<file path="src/rtl/nf10_rbs_reg_node.sv">
// ---------------------------------------------------------------------------
// nf10_rbs_reg_node
//
// One register node on the register bus ring. Each cycle the node looks at
// the word arriving from upstream and re-issues it downstream one cycle
// later. When an un-acknowledged request falls inside this node's address
// window, the node services it: writes load a software register, and reads
// replace the data field with the register contents. In both cases the
// request is marked acknowledged. Everything else passes through untouched.
//
// Address map inside the window (offset = low C_ADDR_BITS of the address):
//   0 .. C_NUM_RW-1                   read/write registers (RW_REGS)
//   C_NUM_RW .. C_NUM_RW+C_NUM_RO-1   read-only words (RO_REGS)
//   remaining offsets                 unmapped: reads return 32'hDEAD_BEEF
//
// Ports
//   S_AXI_ACLK      clock
//   S_AXI_ARESETN   asynchronous active-low reset
//   S_RBS_*         ring inputs from the upstream node
//   M_RBS_*         registered ring outputs to the downstream node
//   RW_REGS         RW register contents, register k at [32k+31:32k]
//   WR_STROBE       one-cycle pulse per RW register written, aligned with
//                   the new RW_REGS value
//   RO_REGS         read-only words supplied by user logic
//   RD_STROBE       one-cycle pulse per RO word read, aligned with the ACK
// ---------------------------------------------------------------------------
module nf10_rbs_reg_node #(
  parameter int          C_RBS_SRC_WIDTH = 2,
  parameter logic [29:0] C_BASE_ADDR     = 30'h0,
  parameter int          C_ADDR_BITS     = 4,
  parameter int          C_NUM_RW        = 4,
  parameter int          C_NUM_RO        = 4
) (
  input  logic                         S_AXI_ACLK,
  input  logic                         S_AXI_ARESETN,

  input  logic                         S_RBS_REQ,
  input  logic                         S_RBS_ACK,
  input  logic                         S_RBS_RD_WR_L,
  input  logic [29:0]                  S_RBS_ADDR,
  input  logic [31:0]                  S_RBS_DATA,
  input  logic [C_RBS_SRC_WIDTH-1:0]   S_RBS_SRC,

  output logic                         M_RBS_REQ,
  output logic                         M_RBS_ACK,
  output logic                         M_RBS_RD_WR_L,
  output logic [29:0]                  M_RBS_ADDR,
  output logic [31:0]                  M_RBS_DATA,
  output logic [C_RBS_SRC_WIDTH-1:0]   M_RBS_SRC,

  output logic [32*C_NUM_RW-1:0]       RW_REGS,
  output logic [C_NUM_RW-1:0]          WR_STROBE,
  input  logic [32*C_NUM_RO-1:0]       RO_REGS,
  output logic [C_NUM_RO-1:0]          RD_STROBE
);

  localparam int          C_NUM_MAP       = C_NUM_RW + C_NUM_RO;
  localparam logic [31:0] C_UNMAPPED_DATA = 32'hDEAD_BEEF;

  // -------------------------------------------------------------------------
  // Request decode
  // -------------------------------------------------------------------------
  logic                   w_pending;
  logic                   w_hit;
  logic                   w_rd;
  logic                   w_wr;
  logic [C_ADDR_BITS-1:0] w_offset;
  logic [31:0]            w_off_ext;
  logic                   w_off_rw;
  logic                   w_off_ro;

  assign w_pending = S_RBS_REQ & ~S_RBS_ACK;
  assign w_hit     = w_pending &
                     (S_RBS_ADDR[29:C_ADDR_BITS] == C_BASE_ADDR[29:C_ADDR_BITS]);
  assign w_rd      = w_hit &  S_RBS_RD_WR_L;
  assign w_wr      = w_hit & ~S_RBS_RD_WR_L;
  assign w_offset  = S_RBS_ADDR[C_ADDR_BITS-1:0];

  // Offsets are compared at 32 bits so that a fully populated window
  // (C_NUM_MAP == 2**C_ADDR_BITS) does not wrap the range limits to zero.
  assign w_off_ext = 32'(w_offset);
  assign w_off_rw  = (w_off_ext < 32'(C_NUM_RW));
  assign w_off_ro  = !w_off_rw && (w_off_ext < 32'(C_NUM_MAP));

  // -------------------------------------------------------------------------
  // RW registers. Each register contributes its value to a flat vector only
  // when selected, so the read mux below is a plain OR of the gated words.
  // -------------------------------------------------------------------------
  logic [C_NUM_RW-1:0]    w_wr_stb;
  logic [32*C_NUM_RW-1:0] w_rw_terms;

  for (genvar g = 0; g < C_NUM_RW; g++) begin : g_rw
    logic [31:0] r_rw;
    logic        w_sel;

    assign w_sel       = (w_off_ext == 32'(g));
    assign w_wr_stb[g] = w_wr & w_sel;

    always_ff @(posedge S_AXI_ACLK or negedge S_AXI_ARESETN) begin
      if (!S_AXI_ARESETN) begin
        r_rw <= '0;
      end else if (w_wr_stb[g]) begin
        r_rw <= S_RBS_DATA;
      end
    end

    assign w_rw_terms[32*g +: 32] = w_sel ? r_rw : '0;
    assign RW_REGS[32*g +: 32]    = r_rw;
  end

  // -------------------------------------------------------------------------
  // RO words, sampled from user logic in the hit cycle.
  // -------------------------------------------------------------------------
  logic [C_NUM_RO-1:0]    w_rd_stb;
  logic [32*C_NUM_RO-1:0] w_ro_terms;

  for (genvar j = 0; j < C_NUM_RO; j++) begin : g_ro
    logic w_sel;

    assign w_sel       = (w_off_ext == 32'(C_NUM_RW + j));
    assign w_rd_stb[j] = w_rd & w_sel;
    assign w_ro_terms[32*j +: 32] = w_sel ? RO_REGS[32*j +: 32] : '0;
  end

  logic [31:0] w_rw_rdata;
  logic [31:0] w_ro_rdata;

  always_comb begin
    w_rw_rdata = '0;
    for (int unsigned k = 0; k < C_NUM_RW; k++) begin
      w_rw_rdata = w_rw_rdata | w_rw_terms[32*k +: 32];
    end
  end

  always_comb begin
    w_ro_rdata = '0;
    for (int unsigned k = 0; k < C_NUM_RO; k++) begin
      w_ro_rdata = w_ro_rdata | w_ro_terms[32*k +: 32];
    end
  end

  // -------------------------------------------------------------------------
  // Outgoing data: only read hits replace the data field.
  // -------------------------------------------------------------------------
  logic [31:0] w_m_data;

  always_comb begin
    w_m_data = S_RBS_DATA;
    if (w_rd) begin
      if (w_off_rw) begin
        w_m_data = w_rw_rdata;
      end else if (w_off_ro) begin
        w_m_data = w_ro_rdata;
      end else begin
        w_m_data = C_UNMAPPED_DATA;
      end
    end
  end

  // -------------------------------------------------------------------------
  // Ring output stage and strobes, all registered.
  // -------------------------------------------------------------------------
  always_ff @(posedge S_AXI_ACLK or negedge S_AXI_ARESETN) begin
    if (!S_AXI_ARESETN) begin
      M_RBS_REQ     <= 1'b0;
      M_RBS_ACK     <= 1'b0;
      M_RBS_RD_WR_L <= 1'b0;
      M_RBS_ADDR    <= '0;
      M_RBS_DATA    <= '0;
      M_RBS_SRC     <= '0;
      WR_STROBE     <= '0;
      RD_STROBE     <= '0;
    end else begin
      M_RBS_REQ     <= S_RBS_REQ;
      M_RBS_ACK     <= S_RBS_ACK | w_hit;
      M_RBS_RD_WR_L <= S_RBS_RD_WR_L;
      M_RBS_ADDR    <= S_RBS_ADDR;
      M_RBS_DATA    <= w_m_data;
      M_RBS_SRC     <= S_RBS_SRC;
      WR_STROBE     <= w_wr_stb;
      RD_STROBE     <= w_rd_stb;
    end
  end

endmodule

</file>
<file path="config.mk">
export PLATFORM = sky130hd
export DESIGN_NAME = nf10_rbs_reg_node
export DESIGN_NICKNAME = d
export VERILOG_FILES = /design/src/rtl/nf10_rbs_reg_node.sv
export SDC_FILE = /design/constraint.sdc
export NUM_CORES = 1
export LEC_CHECK = 0
export BUFFER_PORTS_ARGS = -buffer_cell sky130_fd_sc_hd__clkbuf_2
export CAP_MARGIN = 10
export CORE_MARGIN = 2
export CORE_UTILIZATION = 40
export CTS_CLUSTER_SIZE = 8
export DETAILED_ROUTE_END_ITERATION = 12
export GPL_ROUTABILITY_DRIVEN = 0
export PLACE_DENSITY = 0.69
export SLEW_MARGIN = 20
export SYNTH_ARGS = -nofsm -noshare
export SYNTH_HDL_FRONTEND = slang
export SYNTH_SLANG_ARGS = --single-unit
</file>
<file path="constraint.sdc">
create_clock -name S_AXI_ACLK -period 1.7 [get_ports S_AXI_ACLK]
set_clock_uncertainty 0.2 [all_clocks]
set_input_delay 0.085 -clock S_AXI_ACLK [delete_from_list [all_inputs] [get_ports S_AXI_ACLK]]
set_output_delay 0.085 -clock S_AXI_ACLK [all_outputs]
set_load 0.05 [all_outputs]
</file>
==> results.md <==
- Normalized max-slew margin: slightly above 50%
- Number of global-route vias before repair: about 9000
- Die Footprint: approximately 24000 um2
- Primary FF master, synth: dfrtp_1
- Post-route ant nets: 0
- TritonCTS clock tree: done
- Commonest non-fill, non-tap cell in the layout: clkbuf_2
- Final hold viol count: 14
- Largest net degree at the start of global routing: 56
- WS Path Type: input port to register
- Worst hold path class: input port to register
- Starting Density: 40.6%
- Hold_ws: -533 ps
- # nets final: 1399
- Post-synth EDFFs: 0
- Die Y: around 160 um
- Residual DRC count: 0
- Peak fanout along the critical path: 6
- Final worst slack: -54.9 ps
- P_int: between 8 and 9 mW
- Share of cells above drive strength 1: 57.3%
- Most frequent cells in the layout: clkbuf_2 (394), dfrtp_1 (203), dlygate4sd3_1 (201)
- Syn-to-layout area delta: 68.5%
- LEAKAGE: roughly 7.8 nW
- Max Root-Sink Buffers: 3
- Area leader, netlist: dfrtp_1
- Total I/O pin count: 400
- VDD IR max: about 900 uV
- Core box area: about 23000 um2
- Sequential area share after synthesis: roughly 56%
- WP data required: ~1900 ps
- Clock latency on the worst-skew pair: between 500 and 600 ps
- CTS Buf Count: 29
- Post-synth top area share: 55.6%
- Rows: 55
- TNS Setup: -2310 ps
- Final setup vio count: 64
- GR peak layer: met2
- FF-to-FF End: M_RBS_DATA[14]
- Root Buffer: clkbuf_16
- Synth Register Bits: 203
- Tmin final: between 1500 and 2000 ps
- # diodes: 0
- Syn Area/Cell: around 17 um2
- Largest cells by area after synthesis: dfrtp_1 (56%), mux4_2 (16%), mux2_1 (15%)
- Worst slew pin tran: between 700 and 800 ps
- Die width: approximately 160 um
- Outcome: finished with violations
- H-tree levels: 1
- Switching power: about 2.9 mW
- Post-DP HPWL: between 20 and 25 mm
- Initial antenna violation count: 0
- Iter 0 DRT Violations: 371
- I/O Buffers: ~400
- Worst reg2reg startpoint: g_rw[2].r_rw[14]
- Clk pwr share: between 40% and 50%
- Mapped Nets: between 700 and 800
- Reg power frac: 41.9%
- Min-Delay Path Depth: 1
- Inst Count DP: ~1200
- RSZ-0062 raised after global routing: true
- Drt pass-1 iters: 5
- Worst r2r path cells: 3
- Number of max-cap violations: 0
- Comb power frac: ~14%
- Yosys Warn Count: 0
- Worst Setup End Kind: register
- Synth Cell Area: slightly above 9000 um2
- Fin cells: around 1500
- Total grt overflow: 0
- Crit share post-route: 103%
- Worst EP arrival: slightly below 2000 ps
- Vias: around 8000
- GR Util All Layers: a little over a quarter
- Grt met1 use: roughly 31%
- Reg2Reg Setup Slack: ~60 ps
- Vias per std cell: 5.34
- Power Density: around 770 nW/um2
- Achievable Freq: ~0.57 GHz
- Setup crit start kind: input port
- Met2 Use GR: a little under half
- WL final: ~33 mm
- GR met3 Demand/Resource: between 5 and 6%
- Syn Inst Count: 540
- Wire length per cell: 22.4 um
- Final Slew Violations: 0
- Crit path launch: S_RBS_ACK
- Failing checks: negative hold slack, negative setup slack
- Global-route wire length before repair: ~49 mm
- Critical Path Sink: g_rw[3].r_rw[23]
- Sink Count: a little over 200
- Clock transition at the registers of the reported paths: approximately 50 ps
- Fraction of registers with async set/reset: between 90% and 100%
- Netlist cell types: 27
- Sw Share: 24.7%
-- registers in the layout, summed over array words and instances (netlist names) --
register,count
g_rw.r_rw,128
M_RBS_DATA,32
M_RBS_ADDR,30
RD_STROBE,4
WR_STROBE,4
M_RBS_SRC,2
M_RBS_ACK,1
M_RBS_RD_WR_L,1
M_RBS_REQ,1
-- synth_stat cells (3+ instances only) --
library cell    n
nor4_4          3
a2bb2oi_1      24
o2bb2ai_1       8
dfrtp_1       203
mux2_2         16
buf_2           8
mux4_2         64
buf_6          12
inv_1           9
nor2_1          7
clkbuf_1       19
nor4_1          6
mux2i_1        24
mux2_1        120
-- worst max-delay path, stage by stage --
cell and delay (ps):
buf_6 90, or4b_4 530, nand3b_4 200, nor4_4 390, buf_6 200, clkbuf_16 170, mux2_4 300
-- per-layer routing --
metal	part of all wire (%)	routed length [um]	vias to the layer above
li1	-	-	3388
met4	2.8	944	0
met5	0	0	-
met3	6.4	2140	87
met2	53	17800	427
met1	37	12500	4050
-- area by class of cell --
type                            instances  area, um2
Fill cell                            1482       7110
Sequential cell                       203       5080
Timing Repair Buffer                  670       4920
Multi-Input combinational cell        289       4230
Clock buffer                           30        729
Tap cell                              285        357
Clock inverter                          2       38.8
Inverter                                9       33.8
-- metrics by stage --
stage               setup WS [ps]  hold WS [ps]  instance area (um2)  power (mW)  util, %
CTS                         -36.2          -558                15100        11.8     67.1
finish                      -54.9          -533                15400        11.8     68.4
detailed placement           -629         -98.1                12300        6.32     54.6
floorplan                    -409          -411                 9550        5.68        -
global route                -93.1          -560                15400        12.2     68.4
global placement             -577          -104                12300        6.30     54.6
-- timing repair --
item,4_1_cts,5_1_grt
endpoints found under the hold margin,406,16
resized for setup,3,22
buffers inserted,1,3
setup endpoints to repair,80,145
pin swaps,2,5
gates cloned,0,7
hold buffers,201,3
-- worst min-delay path by stage --
stage / start / endpoint / slack [ps]
3_5_place_dp: S_AXI_ARESETN / g_rw[3].r_rw[27] / -100
6_report: S_RBS_REQ / M_RBS_REQ / -530
3_3_place_gp: S_AXI_ARESETN / g_rw[3].r_rw[27] / -100
2_1_floorplan: S_AXI_ARESETN / M_RBS_ACK / -410
5_1_grt: S_RBS_REQ / M_RBS_REQ / -560
4_1_cts: S_RBS_REQ / M_RBS_REQ / -560
-- power groups by stage --
stage	clock, mW	combinational [mW]	sequential (mW)
after floorplan	0	0.364	5.32
after global placement	0	1.28	5.02
after detailed placement	0	1.29	5.02
after CTS	5.21	1.66	4.94
after global routing	5.46	1.81	4.95
final	5.14	1.71	4.95
-- kinds of logic (layout without fill, tap and decap cells) --
logic type      count (synthesis)  count (layout)  synth area share, %
compound gates                 33              33                 3.15
mux                           224             224                 35.2
buf+inv                        48             711                 3.07
simple gates                   32              32                 3.00
flops                         203             203                 55.6
No activity file was read; power rests on OpenSTA's default activity.
